===== config.mk =====
export PLATFORM = sky130hd
export DESIGN_NAME = alu_result_buffer
export DESIGN_NICKNAME = d
export VERILOG_FILES = /design/src/rtl/alu_result_buffer.sv
export SDC_FILE = /design/constraint.sdc
export NUM_CORES = 1
export LEC_CHECK = 0
export ABC_AREA = 1
export CORE_MARGIN = 2
export CORE_UTILIZATION = 53
export CTS_CLUSTER_DIAMETER = 120
export DETAILED_ROUTE_END_ITERATION = 10
export PLACE_DENSITY = 0.77
export REMOVE_ABC_BUFFERS = 1
export SYNTH_ARGS = -nofsm -noshare
export SYNTH_HDL_FRONTEND = slang
export SYNTH_SLANG_ARGS = --single-unit

===== constraint.sdc =====
create_clock -name clk -period 5.7 [get_ports clk]
set_input_delay 0.57 -clock clk [delete_from_list [all_inputs] [get_ports clk]]
set_output_delay 0.57 -clock clk [all_outputs]
set_load 0.02 [all_outputs]

===== src/rtl/alu_result_buffer.sv =====
// Result FIFO behind the ALU: buffers {slt,zero,carry,data} for a valid/ready consumer,
// tracks saturating zero/carry statistics and a sticky overflow for dropped results.
module alu_result_buffer #(
  parameter int WIDTH     = 8,
  parameter int DEPTH     = 4,
  parameter int CNT_WIDTH = 8
) (
  input  logic                       clk,
  input  logic                       rst,
  input  logic [WIDTH-1:0]           data_in,
  input  logic                       carry_in,
  input  logic                       zero_in,
  input  logic                       slt_in,
  input  logic                       valid_in,
  output logic [WIDTH-1:0]           out_data,
  output logic                       out_carry,
  output logic                       out_zero,
  output logic                       out_slt,
  output logic                       out_valid,
  input  logic                       out_ready,
  output logic [$clog2(DEPTH):0]     fill_level,
  output logic                       full,
  output logic                       empty,
  output logic                       overflow,
  input  logic                       clr_overflow,
  output logic [CNT_WIDTH-1:0]       zero_count,
  output logic [CNT_WIDTH-1:0]       carry_count
);

  localparam int PTR_W   = $clog2(DEPTH);
  localparam int FILL_W  = PTR_W + 1;
  localparam int ENTRY_W = WIDTH + 3;
  localparam logic [FILL_W-1:0]    FULL_LVL = FILL_W'(DEPTH);
  localparam logic [CNT_WIDTH-1:0] CNT_MAX  = {CNT_WIDTH{1'b1}};

  logic [ENTRY_W-1:0]   r_mem [DEPTH];
  logic [PTR_W-1:0]     r_wrPtr;
  logic [PTR_W-1:0]     r_rdPtr;
  logic [FILL_W-1:0]    r_fill;
  logic                 r_overflow;
  logic [CNT_WIDTH-1:0] r_zeroCnt;
  logic [CNT_WIDTH-1:0] r_carryCnt;

  logic                 w_full;
  logic                 w_empty;
  logic                 w_push;
  logic                 w_pop;
  logic                 w_drop;
  logic [ENTRY_W-1:0]   w_head;

  assign w_full  = (r_fill == FULL_LVL);
  assign w_empty = (r_fill == '0);
  assign w_pop   = ~w_empty & out_ready;
  // A full FIFO still accepts a result when the head leaves on the same edge.
  assign w_push  = valid_in & (~w_full | w_pop);
  assign w_drop  = valid_in & ~w_push;

  always_ff @(posedge clk) begin
    if (w_push) begin
      r_mem[r_wrPtr] <= {slt_in, zero_in, carry_in, data_in};
    end
  end

  always_ff @(posedge clk or posedge rst) begin
    if (rst) begin
      r_wrPtr    <= '0;
      r_rdPtr    <= '0;
      r_fill     <= '0;
      r_overflow <= 1'b0;
      r_zeroCnt  <= '0;
      r_carryCnt <= '0;
    end else begin
      if (w_push) begin
        r_wrPtr <= r_wrPtr + 1'b1;
      end
      if (w_pop) begin
        r_rdPtr <= r_rdPtr + 1'b1;
      end
      if (w_push && !w_pop) begin
        r_fill <= r_fill + 1'b1;
      end else if (!w_push && w_pop) begin
        r_fill <= r_fill - 1'b1;
      end
      // Clear beats a same-cycle drop, so that drop goes unrecorded.
      if (clr_overflow) begin
        r_overflow <= 1'b0;
      end else if (w_drop) begin
        r_overflow <= 1'b1;
      end
      if (w_push && zero_in && (r_zeroCnt != CNT_MAX)) begin
        r_zeroCnt <= r_zeroCnt + 1'b1;
      end
      if (w_push && carry_in && (r_carryCnt != CNT_MAX)) begin
        r_carryCnt <= r_carryCnt + 1'b1;
      end
    end
  end

  assign w_head = r_mem[r_rdPtr];
  assign {out_slt, out_zero, out_carry, out_data} = w_empty ? '0 : w_head;

  assign out_valid   = ~w_empty;
  assign fill_level  = r_fill;
  assign full        = w_full;
  assign empty       = w_empty;
  assign overflow    = r_overflow;
  assign zero_count  = r_zeroCnt;
  assign carry_count = r_carryCnt;

endmodule


Word level (Yosys, flattened, before mapping)
Memories as Yosys holds them, arrays and structs flattened. Cells that the tools add are included.

Output and inout port bits: 34. Flip-flop bits (word level): 24. Bits in writable memories: 44. Bits of input ports: 16. Memories kept: 1. Logic and storage cells: 41.

Muxes and demuxes: 7. Bitwise logic cells: 7. Add/subtract/negate cells: 6. Eq/ne operators: 3. Reduce and logical (&&, ||, !) cells: 11.

Memory list: r_mem (depth 4, bits a word 11, rd ports 1, clocked after Yosys merged registers in 0, write ports 1, line 36) `logic [ENTRY_W-1:0] r_mem [DEPTH];`.

Operators with widths (number): adder 8 x 1 -> 8 bit, second input constant (2); != test 8 bit, second input constant (2); two-way mux 11 bit (1); logical AND 1 bit (6); two-way mux 3 bit (2); adder 2 x 1 -> 2 bit, second input constant (2); two-way mux 1 bit (4); nonzero test 2 bit (2); adder 3 x 1 -> 3 bit, second input constant (1); AND 1 bit (3); == test 3 bit, second input constant (1); zero test 3 bit (1); NOT 1 bit (3); subtractor 3 x 1 -> 3 bit, second input constant (1); zero test 1 bit (2); OR 1 bit (1).

Longest topological paths before layout
Gate-level depths: netlist (run 1).

Depth after elaboration: 9. Depth in mapped cells: 10. Depth with buffers taken out: 10.

Least setup slack after synthesis (run 1)
Ideal clock, no wire load.

Path kind: flip-flop to output port. From: reg r_fill[0] (netlist: fill_level[0]). To: out out_carry. Setup slack: 3.634 ns. Stages on the path, launching flop included: 6. Data required time: 5.130 ns. Arrival: 1.496 ns. Cell sequence: dfrtp_1 -> nor2_2 -> nand2_1 -> inv_1 -> buf_2 -> a21oi_1.

Cells in the longest elaborated chain, start to end: 2.

Ends and longest elaborated chain: start, declared (line 39) `logic [FILL_W-1:0] r_fill;`; start signal, assigned (line 80) `r_fill <= r_fill + 1'b1;`; start signal, assigned (line 82) `r_fill <= r_fill - 1'b1;`; zero test 3 bit (line 52) `assign w_empty = (r_fill == '0);`; via empty (line 23) `output logic empty,`; two-way mux 11 bit (line 100) `assign {out_slt, out_zero, out_carry, out_data} = w_empty ? '0 : w_head;`; end, declared (line 16) `output logic out_carry,`.

The timed path passes the listed nets, and every way through them passes these cells.

Worst setup path in the final report (run 1)
From: reg r_rdPtr[0]. To: out out_data[5].

Cells in the longest elaborated chain, start to end: 2.

Ends and longest elaborated chain: start, declared (line 38) `logic [PTR_W-1:0] r_rdPtr;`; start signal, assigned (line 77) `r_rdPtr <= r_rdPtr + 1'b1;`; memory read (4 x 11 bit); two-way mux 11 bit (line 100); end, declared (line 15) `output logic [WIDTH-1:0] out_data,`.

No other way between the ends.

==> impl_metrics.ini, run 1 <==
[sta]
maxSlewViolCount = 0
relSlewSlack = 0.290
setup_viol = 0
fin_tns_setup_ns = 0
grt_setup_unrepaired = no
hold_violations = 0
max_freq_mhz = 310
post-route-period-util = 0.566
fin_crit_ns = 3.23
tightest_slew_ns = 1.06
holdWs_ns = 0.510
fin_ws_ns = 2.47
clock_skew_ns = 0.0109

[synthesis]
synth_compound_area_frac = 0.0639
yosysUniqueCellTypes = 27
synthSimpleGateAreaFrac = 0.209
synthTopCellsByCount = nand2_1, nor2_1, edfxtp_1
yosys-top-cells-area = edfxtp_1, dfrtp_1, nand2_1, nor2_1, o21ai_0
async_flop_share = 0.353
synth.avg_cell_area_um2 = 9.79
ys.flop_type = edfxtp_1
synth_top_cell_by_area = edfxtp_1
synth_top_family_by_area = simple AND/OR/NAND/NOR gates
synth_top_area_frac = 0.422
yosysMostFrequentCell = nand2_1
muxShareOfSynthArea = 0.00359
syn_inst = 320
yosys_warnings = 0
synth-xor-area-share = 0.0279
ys_seq_area_frac = 0.613
synth_area_mm2 = 0.00313
yosys.area_share.adder = 0.0343
synth_edf_count = 44
ys_ff_latch = 68

[power]
ir_worst_vdd_uv = 335
p_leak_uw = 0.00163
power_density_mw_per_mm2 = 504

[clock_tree]
hold_buffers = 0
cts_tree = built
cts-root-buf = clkbuf_8
postCtsSetupBuffers = 0
clk_pin_slew_ns = 0.07
h-tree-depth = 3
cts_sinks = 68
cts_resized = 0
cts_buffers = 9
clock_path_buffers = 2
clk_latency_ns = 0.34

[finish]
n_antenna_cell = 0
drive_gt1_frac = 0.0608
n_fill_cell = 472
nets = 397
syn_to_final_growth_pct = 23.2
regArea_mm2 = 0.00192
multi_input_area_mm2 = 0.00106
fin_area_mm2 = 0.00386

[floorplanning]
die_w_um = 80.9
placementRows = 28
pin_count = 50
die_area_mm2 = 0.00654
start_util = 0.539
die_h_um = 80.9
core_mm2 = 0.00582

[placement]
port_buffers = 49
place_congestion = 0.793
postPlaceCellArea_mm2 = 0.00368
post-place-ws_ns = 2.83
dp_hpwl_mm = 4.00

[route]
vias = 2269
routed_via_density = 5.01
routed_wl_mm = 6.21
ant_nets = 0
dr.pass1.iters = 5
route.detailed.drc = 0
wl_per_cell_um = 13.7
drt_iter0_markers = 158

[job]
drv_cap = 0

[worst_setup_path]
critPathCaptureType = output port
cp_top_family = buffers and inverters
crit_type = flop to output port
slowest_stage = dfrtp_1
cp.required_ns = 5.13
path_cells = inv_1 -> o21ai_0 -> a21oi_1 -> clkdlybuf4s50_1
path_buf_inv = 2
cp.arrival_ns = 2.66
cp-start-kind = flop
path_max_fanout = 24
slowest_delay_ns = 0.82

[global_routing]
grt_remaining_overflow = 0
grt_max_degree = 25
antenna_found_initial = 0
track_usage = 0.203
grt_pass1_vias = 2128
grt_pass1_wl_mm = 9.87

[status]
run_status = finished clean

[min_path]
hp-class = flop to flop
-- flip-flops by register name (all words and copies together) (netlist names) --
register	flops
fill_level	3
zero_count	8
overflow	1
r_wrPtr	2
carry_count	8
r_mem	44
r_rdPtr	2
-- placed cells by master (no fill, tap or decap), drive strengths merged --
cell type	instances
xor2	8
edfxtp	44
clkbuf	13
clkinv	2
xnor2	2
nand2	78
nand4	4
a21oi	14
fa	1
nor2	61
mux2	1
bufinv	1
nand3b	1
nand3	10
clkdlybuf4s50	49
inv	31
o21ai	26
ha	7
dfrtp	24
nor3	1
-- area by class of cell --
type,instances,share of cell area
sequential,68,0.498
multi-input combinational,214,0.275
timing repair buffer,49,0.127
clock buffer,13,0.0360
inverter,31,0.0301
tap,75,0.0243
clock inverter,3,0.0104
-- per-stage QoR --
| step | power (uW) | utilization | cells |
|---|---|---|---|
| 5_1_grt | 2070 | 0.664 | 453 |
| 4_1_cts | 1960 | 0.664 | 453 |
| 2_1_floorplan | 1230 | - | 313 |
| 3_5_place_dp | 1590 | 0.633 | 437 |
| 6_report | 1950 | 0.664 | 453 |
| 3_3_place_gp | 1560 | 0.633 | 437 |
-- per-layer routing --
layer  up-vias  track usage  share of wire
met5         -            0              0
met4         0       0.0966          0.013
met3         9       0.0411          0.048
met2        55        0.331           0.48
met1      1059        0.261           0.46
li1       1146            -              -
-- report_power, final --
group | switching, uW | internal (uW) | leakage (uW)
logic | 458 | 350 | 0.000825
clock network | 168 | 201 | 0.0000914
registers | 118 | 651 | 0.000712
total | 743 | 1200 | 0.00163
-- worst paths after layout --
path	startpoint	to	slack [ns]	depth (start not counted)
max in group asynchronous	rst	r_wrPtr[0]	4.36	2
worst max register to register	fill_level[0]	fill_level[1]	3.60	8
worst min register to register	overflow	overflow	0.51	2
min in group asynchronous	rst	carry_count[0]	0.75	2
worst min-delay path	overflow	overflow	0.51	2
worst max-delay path	r_rdPtr[0]	out_data[5]	2.47	4
-- worst reg2reg max path, delay by kind of cell (launching register included) --
| kind | cells | cell delay, ns |
|---|---|---|
| AND/OR/NAND/NOR | 3 | 0.50 |
| flip-flops | 1 | 0.45 |
| multiplexers | 1 | 0.27 |
| adder cells (fa/ha/maj) | 2 | 0.59 |
| buffers and inverters | 2 | 0.18 |
-- kinds of logic (layout without fill, tap and decap cells) --
logic type / count (synthesis) / in the layout
AO/OA/AOI/OAI: 40 / 40
XOR/XNOR: 10 / 10
adder cells (fa/ha/maj): 8 / 8
buffers and inverters: 38 / 96
flip-flops: 68 / 68
multiplexers: 1 / 1
AND/OR/NAND/NOR: 155 / 155
No activity file was read; power rests on OpenSTA's default activity.
==> run 2, diff against run 1 <==
CORE_UTILIZATION = 48   (was 53)
PLACE_DENSITY = 0.74   (was 0.77)
clock period = 2.9 ns   (was 5.7 ns; I/O delays follow)
==> impl_metrics.ini, run 2 (synthesis results as in run 1) <==
[floorplanning]
die_h_um = 84.8
start_util = 0.494
core_mm2 = 0.00635
die_area_mm2 = 0.00719
die_w_um = 84.8
placementRows = 29
pin_count = 50

[finish]
drive_gt1_frac = 0.0833
mostFrequentLayoutCells = nand2_1, nor2_1, clkdlybuf4s50_1, edfxtp_1, inv_1
nets = 403
largest_reg_flops = 44
n_antenna_cell = 0
mostFrequentLayoutCell = nand2_1
top_register = r_mem
syn_to_final_growth_pct = 25.7
stdcell_count = 461

[clock_tree]
cts_buffers = 9
postCtsSetupBuffers = 0
cts_resized = 0
clk_latency_ns = 0.34
cts_sinks = 68
clock_path_buffers = 2
hold_buffers = 0
cts_tree = built
cts-root-buf = clkbuf_8
h-tree-depth = 3
clk_pin_slew_ns = 0.07

[sta]
setup_viol = 0
grt_setup_unrepaired = no
holdWs_ns = 0.483
relSlewSlack = 0.361
hold_violations = 0
post-route-period-util = 0.872
fin_tns_setup_ns = 0
tightest_slew_ns = 0.957
max_freq_mhz = 395
clock_skew_ns = 0.00619
maxSlewViolCount = 0
fin_crit_ns = 2.53

[route]
wl_per_cell_um = 13.7
route.detailed.drc = 0
vias = 2321
ant_nets = 0
routed_via_density = 5.03
dr.pass1.iters = 5
routed_wl_mm = 6.31
drt_iter0_markers = 129

[global_routing]
antenna_found_initial = 0
track_usage = 0.191
grt_pass1_vias = 2213
grt_max_degree = 25
grt_remaining_overflow = 0
grt_pass1_wl_mm = 10.7

[power]
clkPwrFrac = 0.206
power_uw = 3960
p_comb_frac = 0.432
power_frac_seq = 0.363
switching_share = 0.374
p_leak_uw = 0.00168
switchingPower_uw = 1480
p_int_uw = 2480
ir_worst_vdd_uv = 685
power_density_mw_per_mm2 = 1010

[worst_setup_path]
critPathCaptureType = output port
path_max_fanout = 23
cp.arrival_ns = 2.24
cp-start-kind = flop
crit_type = flop to output port
cp.required_ns = 2.61

[placement]
port_buffers = 49
place_congestion = 0.777
place_inst = 445
dp_hpwl_mm = 4.18

[job]
drv_cap = 0

[status]
run_status = finished clean

[min_path]
hp-class = primary input to asynchronous set/reset pin
run 2: layout make-up:
type | instances | area [um2]
multi-input combinational | 214 | 1060
tap | 77 | 96.3
fill | 541 | 2410
inverter | 31 | 116
clock inverter | 6 | 80.1
timing repair buffer | 55 | 536
sequential | 68 | 1920
clock buffer | 10 | 128
run 2: critical path: stages (launching register included):
cell             delay (ns)
dfrtp_1                0.38
inv_1                  0.47
o21ai_0                0.21
a21oi_1                0.22
clkdlybuf4s50_1        0.63
run 2: path summary, 6_finish.rpt:
| path | depth (start not counted) | start | slack (ns) | to |
|---|---|---|---|---|
| max | 4 | r_rdPtr[0] | 0.37 | out_slt |
| min | 2 | rst | 0.48 | carry_count[2] |
| max reg2reg | 8 | fill_level[0] | 0.82 | fill_level[1] |
| min reg2reg | 2 | overflow | 0.51 | overflow |
| max in group asynchronous | 2 | rst | 1.83 | carry_count[5] |
| min in group clk | 2 | clr_overflow | 0.49 | overflow |
run 2: routing by layer:
metal	wire, um	GRT usage	vias to the layer above	part of all wire
met5	0	0	-	0
met2	2990	0.293	65	0.47
met4	93	0.0779	0	0.015
met3	325	0.0472	9	0.052
li1	-	-	1157	-
met1	2900	0.261	1090	0.46
run 2: per-stage QoR:
stage | utilization | worst slack [ns] | instance area, um2
floorplan | - | 0.837 | 3100
finish | 0.620 | 0.370 | 3940
CTS | 0.620 | 0.344 | 3940
detailed placement | 0.588 | 0.558 | 3730
global placement | 0.588 | 0.605 | 3730
global route | 0.620 | 0.194 | 3940
run 2: power groups by stage:
stage | Sequential, uW | Combinational (uW) | Clock (uW)
after CTS | 1440 | 1730 | 830
after floorplan | 1570 | 848 | 0
after global placement | 1440 | 1690 | 0
after detailed placement | 1450 | 1720 | 0
final | 1440 | 1710 | 815
after global routing | 1470 | 1900 | 876
==> run 3, diff against run 2 <==
GPL_ROUTABILITY_DRIVEN = 0   (was not set)
==> results of run 3 <==
Same layout as run 2: the final DEF is identical, and so are final timing and power.
